<file path="src/rtl/irq_pkg.sv">
// Shared types and constants for the interrupt priority arbiter.
package irq_pkg;

    typedef enum logic [1:0] {
        IDLE,
        REQ,
        ACK
    } irq_arb_state_t;

    localparam logic [31:0] IRQ_CAUSE_BASE_DEF = 32'h8000_0010;

endpackage

</file>
<file path="src/rtl/irq_prio_enc.sv">
// Combinational priority encoder: lowest set index of vec_i wins.
module irq_prio_enc #(
    parameter int N = 8,
    parameter int W = 3
) (
    input  logic [N-1:0] vec_i,
    output logic [W-1:0] idx_o,
    output logic         valid_o
);

    // Scan high to low so the lowest set bit is written last.
    always_comb begin
        idx_o = '0;
        for (int i = N - 1; i >= 0; i--) begin
            if (vec_i[i]) begin
                idx_o = W'(i);
            end
        end
    end

    assign valid_o = |vec_i;

endmodule

</file>
<file path="src/rtl/irq_priority_arbiter.sv">
// Shares the core interrupt line among N_SRC sources: fixed priority,
// edge/level capture, mret handshake and one-cycle acknowledge.
module irq_priority_arbiter
    import irq_pkg::*;
#(
    parameter int               N_SRC      = 8,
    parameter logic [N_SRC-1:0] EDGE_MASK  = '0,
    parameter logic [31:0]      CAUSE_BASE = IRQ_CAUSE_BASE_DEF
) (
    input  logic             clk_i,
    input  logic             rst_ni,
    input  logic [N_SRC-1:0] irq_src_i,
    input  logic [N_SRC-1:0] irq_mask_i,
    input  logic             irq_ret_i,
    output logic             irq_req_o,
    output logic [31:0]      irq_cause_o,
    output logic [N_SRC-1:0] irq_ack_o,
    output logic             busy_o
);

    localparam int IDX_W = (N_SRC > 1) ? $clog2(N_SRC) : 1;
    localparam logic [N_SRC-1:0] ONE = N_SRC'(1);

    irq_arb_state_t   state_q, state_d;
    logic [N_SRC-1:0] pend_q, pend_d;
    logic [N_SRC-1:0] src_d_q;
    logic [N_SRC-1:0] ack_q, ack_d;
    logic [N_SRC-1:0] elig;
    logic [IDX_W-1:0] win_q, win_d;
    logic [IDX_W-1:0] enc_idx;
    logic             enc_vld;
    logic             req_q, req_d;
    logic [31:0]      cause_q, cause_d;

    assign elig = ((irq_src_i & ~EDGE_MASK) | pend_q) & irq_mask_i;

    // ack_q is one-hot on the winner exactly during ACK; a fresh edge overrides the clear.
    assign pend_d = (pend_q & ~ack_q)
                  | (irq_src_i & ~src_d_q & EDGE_MASK);

    irq_prio_enc #(
        .N (N_SRC),
        .W (IDX_W)
    ) u_enc (
        .vec_i   (elig),
        .idx_o   (enc_idx),
        .valid_o (enc_vld)
    );

    always_comb begin
        state_d = state_q;
        win_d   = win_q;
        req_d   = 1'b0;
        cause_d = '0;
        ack_d   = '0;
        unique case (state_q)
            IDLE: begin
                if (enc_vld) begin
                    state_d = REQ;
                    win_d   = enc_idx;
                    req_d   = 1'b1;
                    cause_d = CAUSE_BASE
                            + {{(32 - IDX_W){1'b0}}, enc_idx};
                end
            end
            REQ: begin
                if (irq_ret_i) begin
                    state_d = ACK;
                    ack_d   = ONE << win_q;
                end else begin
                    req_d   = 1'b1;
                    cause_d = cause_q;
                end
            end
            ACK: begin
                state_d = IDLE;
            end
            default: begin
                state_d = IDLE;
            end
        endcase
    end

    always_ff @(posedge clk_i or negedge rst_ni) begin
        if (!rst_ni) begin
            state_q <= IDLE;
            pend_q  <= '0;
            src_d_q <= '0;
            win_q   <= '0;
            req_q   <= 1'b0;
            cause_q <= '0;
            ack_q   <= '0;
        end else begin
            state_q <= state_d;
            pend_q  <= pend_d;
            src_d_q <= irq_src_i;
            win_q   <= win_d;
            req_q   <= req_d;
            cause_q <= cause_d;
            ack_q   <= ack_d;
        end
    end

    assign irq_req_o   = req_q;
    assign irq_cause_o = cause_q;
    assign irq_ack_o   = ack_q;
    assign busy_o      = (state_q != IDLE);

endmodule

</file>
<file path="config.mk">
export PLATFORM = sky130hd
export DESIGN_NAME = irq_priority_arbiter
export DESIGN_NICKNAME = d
export VERILOG_FILES = /design/src/rtl/irq_pkg.sv /design/src/rtl/irq_prio_enc.sv /design/src/rtl/irq_priority_arbiter.sv
export SDC_FILE = /design/constraint.sdc
export NUM_CORES = 1
export LEC_CHECK = 0
export BUFFER_PORTS_ARGS = -buffer_cell sky130_fd_sc_hd__buf_2
export CORE_AREA = 4 4 58 60
export CTS_CLUSTER_SIZE = 20
export DETAILED_ROUTE_END_ITERATION = 10
export DIE_AREA = 0 0 62 64
export PLACE_DENSITY = 0.87
export SYNTH_ARGS = -nofsm -noshare
export SYNTH_HDL_FRONTEND = slang
export SYNTH_SLANG_ARGS = --single-unit
</file>
<file path="constraint.sdc">
create_clock -name clk_i -period 1.9 [get_ports clk_i]
set_input_delay 0.19 -clock clk_i [delete_from_list [all_inputs] [get_ports clk_i]]
set_output_delay 0.19 -clock clk_i [all_outputs]
set_load 0.02 [all_outputs]
</file>
# Word-level counts from Yosys, hierarchy flattened
# Index checks and enable logic that the tools add are counted.
[op_classes]
n_mux = 19
n_lt_le_gt_ge = 0
addsub = 1
bitwise = 4
reduce_logical = 5
eq_ne = 3
n_div = 0
shift = 1
mul = 0
[ops]
columns = ["cell", "n"]
rows = [
  ["$mux 32", 2],
  ["$pmux 32 s2", 1],
  ["$add 32x3->32 const A", 1],
  ["$mux 3", 8],
  ["$and 8x8->8", 2],
  ["$mux 8", 2],
  ["$not 8->8", 1],
  ["$or 8x8->8", 1],
  ["$reduce_or 8->1", 1],
  ["$shl 1x3->8 const A", 1],
  ["$mux 2", 2],
  ["$ne 2x2->1 const B", 2],
  ["$pmux 2 s2", 1],
  ["$reduce_and 2->1", 2],
  ["$eq 2x1->1 const B", 1],
  ["$logic_not 2->1", 1],
  ["$mux 1", 2],
  ["$pmux 1 s2", 1],
  ["$reduce_bool 2->1", 1],
]
[totals]
elab_cells = 39
mem_bits_ro = 0
memories = 0
ram_bits = 0
ff_bits = 54
inputBits = 19
latchBits = 0

# Logic depth before layout (Yosys ltp)
# Gate-level depths: netlist of run 1.
[depth]
depth_word = 13
ltp_mapped = 4
ltp_nobuf = 4

# Modules after synthesis
# From an unflattened synthesis of run 1, not the netlist that was laid out.
[unflattened]
hier_cells = 121
area_unflattened_um2 = 1310.0
[by_module_without_submodules]
columns = ["module", "cells_per_inst", "area_per_inst_um2", "instances"]
rows = [
  ["irq_priority_arbiter", 108, 1228.7, 1],
  ["irq_prio_enc", 13, 81.3, 1],
]

# Worst setup path before layout of run 1
# No wires, ideal clock.
[synth_path]
path_kind = "register to register"
startpoint = "register pend_q[5]"
endpoint = "register win_q[0]"
arrival_time_ns = 1.481
stages_incl_launch_ff = 5
n_path_buf = 0
setup_slack_ns = 0.340
synth_period_minus_slack_ns = 1.560
cell_sequence = "dfrtp_1 -> o21a_1 -> or4b_4 -> o21bai_4 -> mux2i_1"
[synth_via]
elab_chain_cells = 8
[synth_lines]
columns = ["element", "line_no", "source"]
rows = [
  ["from (decl)", "irq_priority_arbiter.sv:25", "logic [N_SRC-1:0] pend_q, pend_d;"],
  ["from (signal assigned)", "irq_priority_arbiter.sv:95", "pend_q <= pend_d;"],
  ["$or 8x8->8 *", "irq_priority_arbiter.sv:35", "assign elig = ((irq_src_i & ~EDGE_MASK) | pend_q) & irq_mask_i;"],
  ["$and 8x8->8 *", "irq_priority_arbiter.sv:35", ""],
  ["$mux 3 (6 in series)", "irq_prio_enc.sv:15", "if (vec_i[i]) begin"],
  ["to (signal assigned)", "irq_priority_arbiter.sv:97", "win_q <= win_d;"],
  ["to (decl)", "irq_priority_arbiter.sv:29", "logic [IDX_W-1:0] win_q, win_d;"],
]
# Mark *: on every way between the ends. The rest lies on a longest branch, timed or not.
# A chain may end at the register's enable or synchronous reset.

# Final worst setup path of run 1
[layout_path]
startpoint = "register pend_q[7]"
endpoint = "register cause_q[1] (netlist: irq_cause_o[1])"
[layout_via]
elab_chain_cells = 13
[layout_lines]
columns = ["element", "line_no", "source"]
rows = [
  ["$or 8x8->8 *", "irq_priority_arbiter.sv:35", ""],
  ["$and 8x8->8 *", "irq_priority_arbiter.sv:35", ""],
  ["$mux 3 (8 in series)", "irq_prio_enc.sv:15", ""],
  ["$add 32x3->32", "irq_priority_arbiter.sv:63", "+ {{(32 - IDX_W){1'b0}}, enc_idx};"],
  ["$mux 32 *", "irq_priority_arbiter.sv:58", "if (enc_vld) begin"],
  ["$pmux 32 s2 *", "irq_priority_arbiter.sv:56", "unique case (state_q)"],
  ["to (signal assigned)", "irq_priority_arbiter.sv:99", "cause_q <= cause_d;"],
  ["to (decl)", "irq_priority_arbiter.sv:33", "logic [31:0] cause_q, cause_d;"],
]
# Marks and branches as above.

==> run_results.csv, run 1 <==
group,metric,value,unit
status,status,"finished, final reports clean",
sta,period_share,0.8884,
pwr,p_switching,0.5505,mW
yosys,yosys.area.top_type_share,0.5333,
yosys,yosys_warnings,0,
pwr,p_int,1.049,mW
worst_setup_path,cp.required,2.09,ns
sta,setup_slack,0.2121,ns
sta,skew,0.008860,ns
sta,final_max_slew_viol_count,0,
worst_setup_path,crit_type,"reg -> reg",
pwr,total_power,1.600,mW
layout,nets,170,
sta,hold_slack,0.2113,ns
global_routing,grt_pass1_wl,3.249,mm
yosys,synth_area_leader_cell,"dfrtp_1",
sta,slew_headroom,0.6295,
layout,area.growth.synth_to_final,12.82,%
pwr,irDropWorstVdd,622.1,µV
pwr,p_clk_frac,0.229,
die,fp-row-count,20,
hold_path,hp-class,"in -> reg",
clock_tree,clock-root-buffer,"clkbuf_4",
clock_tree,clock-sinks,26,
die,io_pins,61,
clock_tree,clkTransAtPathRegs,0.13,ns
worst_setup_path,start_kind,"register",
drt,wl_per_cell,11.68,µm
layout,final_util,0.4701,
yosys,yosysSeqAreaShare,0.5333,
drt,drtAntennaViolNets,0,
layout,drive_above_1_share,0.2667,
yosys,async_reset_ff_frac,1.000,
clock_tree,numCtsBuffers,3,
pwr,p_comb_frac,0.317,
yosys,synth-edff-count,0,
worst_setup_path,worst_setup_path_end_kind,"register",
yosys,synth_common_cells,"buf_4, dfrtp_1, nand2_1, nor2b_1, o21ai_0",
yosys,synth.most_common_cell,"buf_4",
sta,period_needed,1.688,ns
global_routing,grt-ovfl-total,0,
drt,drc,0,
drt,via_per_inst,4.295,
yosys,avgSynthCellArea,10.70,µm²
sta,hold_violations,0,
pwr,pwr-share-seq,0.454,
placement,place_hpwl,1.743,mm
clock_tree,worstSkewPairLatency,0.32,ns
clock_tree,cts_setup_buffers,0,
sta,tns,0,ns
die,die_area,3968,µm²
layout,diodes,0,
pwr,cellPowerDensity,1162,nW/µm²
drt,firstDrtPassIters,4,
placement,gp_congestion,0.7539,
die,core_area,2928,µm²
global_routing,antenna_found_initial,0,
sta,grt_setup_unrepaired,"no",
placement,numPortBuffers,33,
yosys,ys_ff_latch,26,
yosys,synthFlopType,"dfrtp_1",
worst_setup_path,r2r_slack,0.21,ns
global_routing,grtUsageTotal,0.1108,
yosys,synth_area_leaders,"dfrtp_1, buf_4, nor2b_1",
placement,pre_cts_ws,0.2373,ns
yosys,synthCells,114,
clock_tree,clock_path_buffers,2,
run,maxCapViolCount,0,
drt,vias,786,
clock_tree,cts_tree,"built",
drt,wirelength,2.137,mm
worst_setup_path,cp.arrival,1.88,ns
clock_tree,htreeDepth,1,
global_routing,grt_pass1_vias,729,
worst_setup_path,cp_max_fo,8,
sta,setup_viol,0,
sta,max_freq,592.5,MHz
drt,drtIter0Drc,23,
yosys,yosysUniqueCellTypes,22,
die,die_h,64,µm
pwr,p_sw_frac,0.3441,
yosys,synth_area,1220,µm²
clock_tree,ctsResizeCount,0,
pwr,p_leak,0.7732,nW
die,start_util,0.4167,
sta,worst-slew-pin-transition,0.5545,ns
die,chipWidth,62,µm
global_routing,grt_start_max_net_pins,27,
## through the flow
step           cells  instance area [µm²]
2_1_floorplan    140                 1318
3_3_place_gp     178                 1314
3_5_place_dp     178                 1314
4_1_cts          183                 1376
5_1_grt          183                 1376
6_report         183                 1376
## worst max-delay path, cell delays in order, from the launching register on
cell	delay [ns]
dfrtp_1	0.39
o21ai_0	0.26
or4b_4	0.53
o21bai_4	0.23
o21ai_0	0.15
## logic make-up after synthesis
family | Yosys count | share of synthesized area
AND/OR/NAND/NOR | 36 | 0.1600
buffers and inverters | 30 | 0.1785
flip-flops | 26 | 0.5333
AO/OA/AOI/OAI | 19 | 0.1087
multiplexers | 2 | 0.01641
other | 1 | 0.003074
## cell usage in the layout (no fill, tap or decap), drive strengths merged
cell         synthesis  layout
bufinv               0       1
conb                 1      27
nor2b                9       9
dlygate4sd3          0       1
or2                  1       1
a41oi                1       1
nand2b               3       3
a211oi               1       1
or4b                 1       1
nor3                 2       2
o211ai               2       2
o21a                 3       3
nand4                1       1
nor3b                2       2
and3b                1       1
inv                  2       2
mux2i                2       2
nor2                 6       6
clkbuf               0       3
o21bai               1       1
nand2               10      10
dfrtp               26      26
a21o                 2       2
buf                 28      33
o21ai                9       9
## layout make-up
cell class	instances	area, µm²
clock buffers	3	22.52
clock inverters	1	30.03
fillers	278	1551
inverters	2	7.507
multi-input cells	84	449.2
flip-flops and latches	26	650.6
well taps	33	41.29
repair buffers	34	175.2
## routing by layer
layer,routed length (µm),GRT usage
met1,880,0.1458
met2,1047,0.1788
met3,196,0.03030
met4,14,0.02387
met5,0,0
## path summary, 6_finish.rpt
check / startpoint / end / cells after the start
setup / recovery: pend_q[7] / irq_cause_o[1] / 4
hold / removal: irq_ret_i / irq_cause_o[4] / 4
setup reg to reg: pend_q[7] / irq_cause_o[1] / 4
hold reg to reg: irq_ack_o[6] / pend_q[6] / 1
max in group asynchronous: rst_ni / win_q[1] / 2
min in group asynchronous: rst_ni / irq_cause_o[0] / 2
## state kept, by name, summed over array words and instances (netlist names)
signal       cells
irq_ack_o        8
pend_q           8
irq_cause_o      4
win_q            3
state_q          2
irq_req_o        1
## repair_timing
action,in CTS,in global routing
hold buffers,1,0
hold endpoints to repair,26,0
setup endpoints to repair,0,0
## power groups by stage
stage / Sequential (mW) / Clock [mW] / Combinational [mW]
3_5_place_dp: 0.739 / 0 / 0.505
5_1_grt: 0.744 / 0.403 / 0.555
3_3_place_gp: 0.734 / 0 / 0.501
4_1_cts: 0.727 / 0.378 / 0.513
2_1_floorplan: 0.798 / 0 / 0.341
6_report: 0.726 / 0.367 / 0.506
No activity file was read; power rests on OpenSTA's default activity.
==> run 2: changes to the inputs <==
--- a/config.mk
+++ b/config.mk
@@ -5,12 +5,14 @@
 export SDC_FILE = /design/constraint.sdc
 export NUM_CORES = 1
 export LEC_CHECK = 0
+export ABC_AREA = 1
 export BUFFER_PORTS_ARGS = -buffer_cell sky130_fd_sc_hd__buf_2
 export CORE_AREA = 4 4 58 60
 export CTS_CLUSTER_SIZE = 20
 export DETAILED_ROUTE_END_ITERATION = 10
 export DIE_AREA = 0 0 62 64
-export PLACE_DENSITY = 0.87
+export GPL_ROUTABILITY_DRIVEN = 0
+export PLACE_DENSITY = 0.88
 export SYNTH_ARGS = -nofsm -noshare
 export SYNTH_HDL_FRONTEND = slang
 export SYNTH_SLANG_ARGS = --single-unit
==> run_results.csv, run 2 <==
group,metric,value,unit
worst_setup_path,worst_setup_path_end_kind,"output pin",
placement,place_hpwl,1.920,mm
sta,skew,0.01054,ns
clock_tree,clkTransAtPathRegs,0.15,ns
yosys,synth_area,1234,µm²
yosys,yosysUniqueCellTypes,16,
placement,pre_cts_ws,0.5747,ns
layout,final_cell_mix,"buf_2, nand2_1, conb_1",
global_routing,grt_start_max_net_pins,27,
worst_setup_path,start_kind,"register",
pwr,p_comb_frac,0.366,
yosys,synthFlopType,"dfrtp_1",
clock_tree,htreeDepth,1,
sta,grt_setup_unrepaired,"no",
hold_path,hp-class,"in -> reg",
die,fp-row-count,20,
drt,drc,0,
worst_setup_path,r2r_slack,0.58,ns
sta,slew_headroom,0.6284,
drt,drtIter0Drc,12,
sta,period_needed,1.437,ns
worst_setup_path,rr_worst_depth,8,
worst_setup_path,crit_family,"flip-flops",
sta,worst-slew-pin-transition,0.5574,ns
pwr,irDropWorstVdd,746.9,µV
layout,final_area,1374,µm²
pwr,pwr-share-seq,0.458,
die,die_area,3968,µm²
clock_tree,clock-root-buffer,"clkbuf_4",
worst_setup_path,cp_max_fo,3,
worst_setup_path,max_stage_delay,0.43,ns
pwr,p_clk_frac,0.176,
layout,fillers,301,
yosys,synth-edff-count,0,
pwr,total_power,1.611,mW
worst_setup_path,crit_type,"reg -> out",
yosys,synth_area_leader_cell,"dfrtp_1",
yosys,ys_ff_latch,26,
hold_path,holdCritStartpoint,"irq_ret_i",
layout,diodes,0,
pwr,p_leak,0.8248,nW
yosys,async_reset_ff_frac,1.000,
clock_tree,cts_tree,"built",
worst_setup_path,crit_slowest_cell,"dfrtp_1",
yosys,avgSynthCellArea,8.688,µm²
pwr,cellPowerDensity,1173,nW/µm²
sta,setup_viol,0,
sta,max_freq,695.9,MHz
worst_setup_path,reg2reg_from,"pend_q[0]",
global_routing,grt_pass1_wl,3.601,mm
hold_path,holdPathEnd,"state_q[0]",
die,chipWidth,62,µm
worst_setup_path,crit_chain,"nor2_1, inv_1, buf_2",
die,die_h,64,µm
die,core_area,2928,µm²
clock_tree,ctsResizeCount,0,
drt,firstDrtPassIters,4,
global_routing,grtUsageTotal,0.1232,
sta,tns,0,ns
sta,setup_slack,0.4630,ns
global_routing,grt_pass1_vias,827,
drt,via_per_inst,4.109,
pwr,p_sw_frac,0.4087,
hold_path,holdPathStages,2,
yosys,synth_common_cells,"buf_4, nand2_1, dfrtp_1, nor2_1, inv_1",
yosys,synthCells,142,
drt,drtAntennaViolNets,0,
layout,nets,198,
sta,hold_violations,0,
clock_tree,clock-sinks,26,
worst_setup_path,cp.arrival,1.25,ns
yosys,yosys.area.top_type_share,0.5274,
placement,numPortBuffers,33,
global_routing,antenna_found_initial,0,
sta,period_share,0.7563,
worst_setup_path,r2r_end,"win_q[0]",
die,start_util,0.4214,
run,maxCapViolCount,0,
worst_setup_path,cp.required,1.71,ns
die,io_pins,61,
layout,layout_commonest_cell,"buf_2",
yosys,yosys_warnings,0,
sta,final_max_slew_viol_count,0,
placement,dpl_cell_area,1328,µm²
layout,area.growth.synth_to_final,11.36,%
status,status,"finished, final reports clean",
pwr,p_switching,0.6586,mW
drt,wirelength,2.297,mm
worst_setup_path,crit_buf_inv,2,
clock_tree,worstSkewPairLatency,0.33,ns
global_routing,grt-ovfl-total,0,
yosys,synth_area_leaders,"dfrtp_1, buf_4, nand2_1",
drt,wl_per_cell,10.89,µm
yosys,yosysSeqAreaShare,0.5274,
drt,vias,867,
clock_tree,clock_path_buffers,2,
layout,drive_above_1_share,0.2472,
clock_tree,numCtsBuffers,3,
pwr,p_int,0.9528,mW
==> run 2: cell types whose count changed after synthesis, moves of 4 or more <==
cell and change:
o21ai_0 -4, nor2b_1 -9, o21ai_1 +5, nor2_1 +16, inv_1 +13, nand2_1 +18
==> run 2: power groups by stage <==
stage                     registers, mW  logic [mW]  clock network, mW
after global routing              0.758       0.657              0.312
after detailed placement          0.751       0.592                  0
final                             0.739       0.589              0.284
after CTS                         0.739       0.599              0.283
after global placement            0.747       0.578                  0
after floorplan                   0.824       0.384                  0
==> run 2: worst max-delay path by stage <==
stage | slack [ns] | start | depth (start not counted) | end
2_1_floorplan | 0.74 | pend_q[0] | 8 | irq_cause_o[0]
3_3_place_gp | 0.61 | pend_q[0] | 8 | irq_cause_o[0]
3_5_place_dp | 0.57 | pend_q[1] | 8 | win_q[0]
4_1_cts | 0.45 | state_q[1] | 3 | busy_o
5_1_grt | 0.34 | state_q[1] | 3 | busy_o
6_report | 0.46 | state_q[1] | 3 | busy_o
==> run 2: cells by family (layout without fill, tap and decap cells) <==
family | count (synthesis) | after routing | share of synthesized area
DFF | 26 | 26 | 0.5274
AOI/OAI and AO/OA | 12 | 12 | 0.05476
other | 1 | 27 | 0.003040
and+or+nand+nor | 58 | 58 | 0.1927
buffers and inverters | 45 | 55 | 0.2221
==> run 2: final cells by class <==
class	instances	area (µm²)	share of cell area
clock buffer	4	36.28	0.02641
multi-input combinational	97	406.6	0.2960
timing repair buffer	34	175.2	0.1275
inverter	17	63.81	0.04645
tap	33	41.29	0.03005
sequential	26	650.6	0.4736
==> run 2: stage by stage <==
step                  util  hold WS, ns  cells
floorplan                -      -0.1056    168
global placement    0.4534       0.1980    206
detailed placement  0.4534       0.2121    206
CTS                 0.4692      0.08288    211
global route        0.4692      0.05841    211
finish              0.4692      0.07674    211
==> run 2: timing repair <==
action,in CTS,in global routing
hold buffers,1,0
endpoints found under the hold margin,26,0
buffers inserted,0,0
==> run 2: worst reg2reg max path, delay by kind of cell (launching register included) <==
| kind | cells | cell delay [ns] |
|---|---|---|
| compound gates | 1 | 0.22 |
| flops | 1 | 0.41 |
| simple gates | 7 | 0.60 |
==> run 2: routing by layer <==
metal / GRT usage / part of all wire / routed length [µm] / vias up
met2: 0.1943 / 0.51 / 1164 / 29
met5: 0 / 0 / 0 / -
li1: - / - / - / 448
met3: 0.02828 / 0.078 / 180 / 4
met4: 0.04775 / 0.018 / 41 / 0
met1: 0.1599 / 0.40 / 910 / 386
==> run 3: changes to the inputs <==
==> constraint.sdc (replaced) <==
create_clock -name clk_i -period 1.45 [get_ports clk_i]
set_input_delay 0.145 -clock clk_i [delete_from_list [all_inputs] [get_ports clk_i]]
set_output_delay 0.145 -clock clk_i [all_outputs]
set_load 0.02 [all_outputs]
==> run_results.csv, run 3 (same netlist as run 2, synthesis figures left out) <==
group,metric,value,unit
worst_setup_path,worst_setup_path_end_kind,"output pin",
drt,wl_met2,1.162,mm
status,status,"finished, final reports clean",
worst_setup_path,r2r_slack,0.15,ns
global_routing,grtUsageTotal,0.1232,
pwr,p_int,1.252,mW
sta,slew_headroom,0.6256,
clock_tree,cts_tree,"built",
layout,final_util,0.4701,
sta,worst-slew-pin-transition,0.5615,ns
sta,grt_setup_unrepaired,"no",
pwr,cellPowerDensity,1537,nW/µm²
layout,area.growth.synth_to_final,11.56,%
pwr,pwr-share-seq,0.460,
drt,top_layer_used,"met4",
worst_setup_path,reg2reg_from,"pend_q[4]",
worst_setup_path,crit_chain,"nor2_2, inv_1, buf_2",
placement,dpl_cell_area,1328,µm²
worst_setup_path,crit_slowest_cell,"dfrtp_1",
placement,place_hpwl,1.920,mm
drt,drtAntennaViolNets,0,
run,maxCapViolCount,0,
layout,drive_above_1_share,0.2528,
layout,nets,198,
pwr,p_comb_frac,0.367,
pwr,p_clk_frac,0.173,
worst_setup_path,crit_type,"reg -> out",
drt,wirelength,2.286,mm
placement,placed_cells,206,
drt,vias,870,
pwr,p_leak,0.8250,nW
drt,routed-wl-met3,178,µm
drt,via_per_inst,4.123,
worst_setup_path,crit_path_start,"state_q[1]",
layout,final_cell_mix,"buf_2, nand2_1, conb_1",
clock_tree,htreeDepth,1,
sta,period_needed,1.307,ns
clock_tree,clock-root-buffer,"clkbuf_4",
clock_tree,cts_setup_buffers,0,
worst_setup_path,max_stage_delay,0.44,ns
die,core_area,2928,µm²
layout,fillers,299,
drt,drtIter0Drc,16,
drt,wl_per_cell,10.83,µm
pwr,total_power,2.115,mW
sta,period_share,0.9016,
die,io_pins,61,
global_routing,grt_pass1_wl,3.601,mm
global_routing,grt_start_max_net_pins,27,
worst_setup_path,start_kind,"register",
clock_tree,worstSkewPairLatency,0.32,ns
layout,diodes,0,
die,die_h,64,µm
sta,hold_violations,0,
worst_setup_path,crit_end,"busy_o",
drt,firstDrtPassIters,2,
worst_setup_path,rr_worst_depth,8,
layout,layout_commonest_cell,"buf_2",
sta,skew,0.009770,ns
clock_tree,numCtsBuffers,3,
placement,pre_cts_ws,0.1247,ns
layout,final_area,1376,µm²
pwr,irDropWorstVdd,972.3,µV
clock_tree,clock_path_buffers,2,
die,fp-row-count,20,
sta,max_freq,765.0,MHz
clock_tree,clock-sinks,26,
global_routing,grt-ovfl-total,0,
pwr,p_sw_frac,0.4079,
worst_setup_path,r2r_end,"win_q[0]",
clock_tree,clkTransAtPathRegs,0.14,ns
die,die_area,3968,µm²
drt,drc,0,
sta,hold_slack,0.04199,ns
worst_setup_path,cp_max_fo,3,
sta,setup_viol,0,
sta,setup_slack,0.1428,ns
sta,tns,0,ns
sta,final_max_slew_viol_count,0,
die,chipWidth,62,µm
die,start_util,0.4214,
placement,numPortBuffers,33,
worst_setup_path,cp.arrival,1.16,ns
hold_path,hp-class,"in -> reg",
worst_setup_path,cp.required,1.31,ns
global_routing,antenna_found_initial,0,
global_routing,grt_pass1_vias,827,
layout,fin_cells,211,
drt,wl_met1,903,µm
pwr,p_switching,0.8627,mW
==> run 3: cell types whose count changed in the layout (fill, tap and decap cells not counted) <==
cell,previous run,this run
o21ai_1,5,7
o21ai_0,5,3
nor2_2,1,2
nor2_1,22,21
==> run 3: per-layer routing <==
layer  up-vias  global-route usage
met4         0             0.04775
met5         -                   0
met2        29              0.1943
met1       389              0.1599
li1        448                   -
met3         4             0.02828
==> run 3: what timing repair did <==
| action | 4_1_cts | 5_1_grt |
|---|---|---|
| hold buffers | 1 | 0 |
| resized for setup | 0 | 3 |
| endpoints found under the setup margin | 0 | 3 |
| endpoints found under the hold margin | 26 | 0 |
==> run 3: worst max-delay path: cells and delay by family, from the launching register on <==
| kind | cells | cell delay, ns |
|---|---|---|
| buffers and inverters | 2 | 0.24 |
| DFF | 1 | 0.44 |
| and+or+nand+nor | 1 | 0.16 |
==> run 3: final cells by class <==
cell class	instances	area (µm²)	share of cell area
Sequential cell	26	650.6	0.4727
Multi-Input combinational cell	97	409.1	0.2973
Timing Repair Buffer	34	175.2	0.1273
Inverter	17	63.81	0.04636
Tap cell	33	41.29	0.03000
Clock buffer	4	36.28	0.02636
==> run 3: how the worst min path moves through the flow <==
stage / endpoint / from / cells after the start / slack, ns
2_1_floorplan: irq_ack_o[0] / rst_ni / 0 / -0.15
3_3_place_gp: irq_cause_o[2] / rst_ni / 1 / 0.15
3_5_place_dp: irq_cause_o[2] / rst_ni / 1 / 0.17
4_1_cts: state_q[0] / irq_ret_i / 2 / 0.04
5_1_grt: state_q[0] / irq_ret_i / 2 / 0.01
6_report: state_q[0] / irq_ret_i / 2 / 0.04
==> run 3: power groups by stage <==
stage / combinational, mW / sequential [mW] / clock, mW
after detailed placement: 0.776 / 0.984 / 0
final: 0.776 / 0.973 / 0.366
after global placement: 0.758 / 0.979 / 0
after CTS: 0.785 / 0.969 / 0.371
after floorplan: 0.503 / 1.08 / 0
after global routing: 0.865 / 0.998 / 0.409
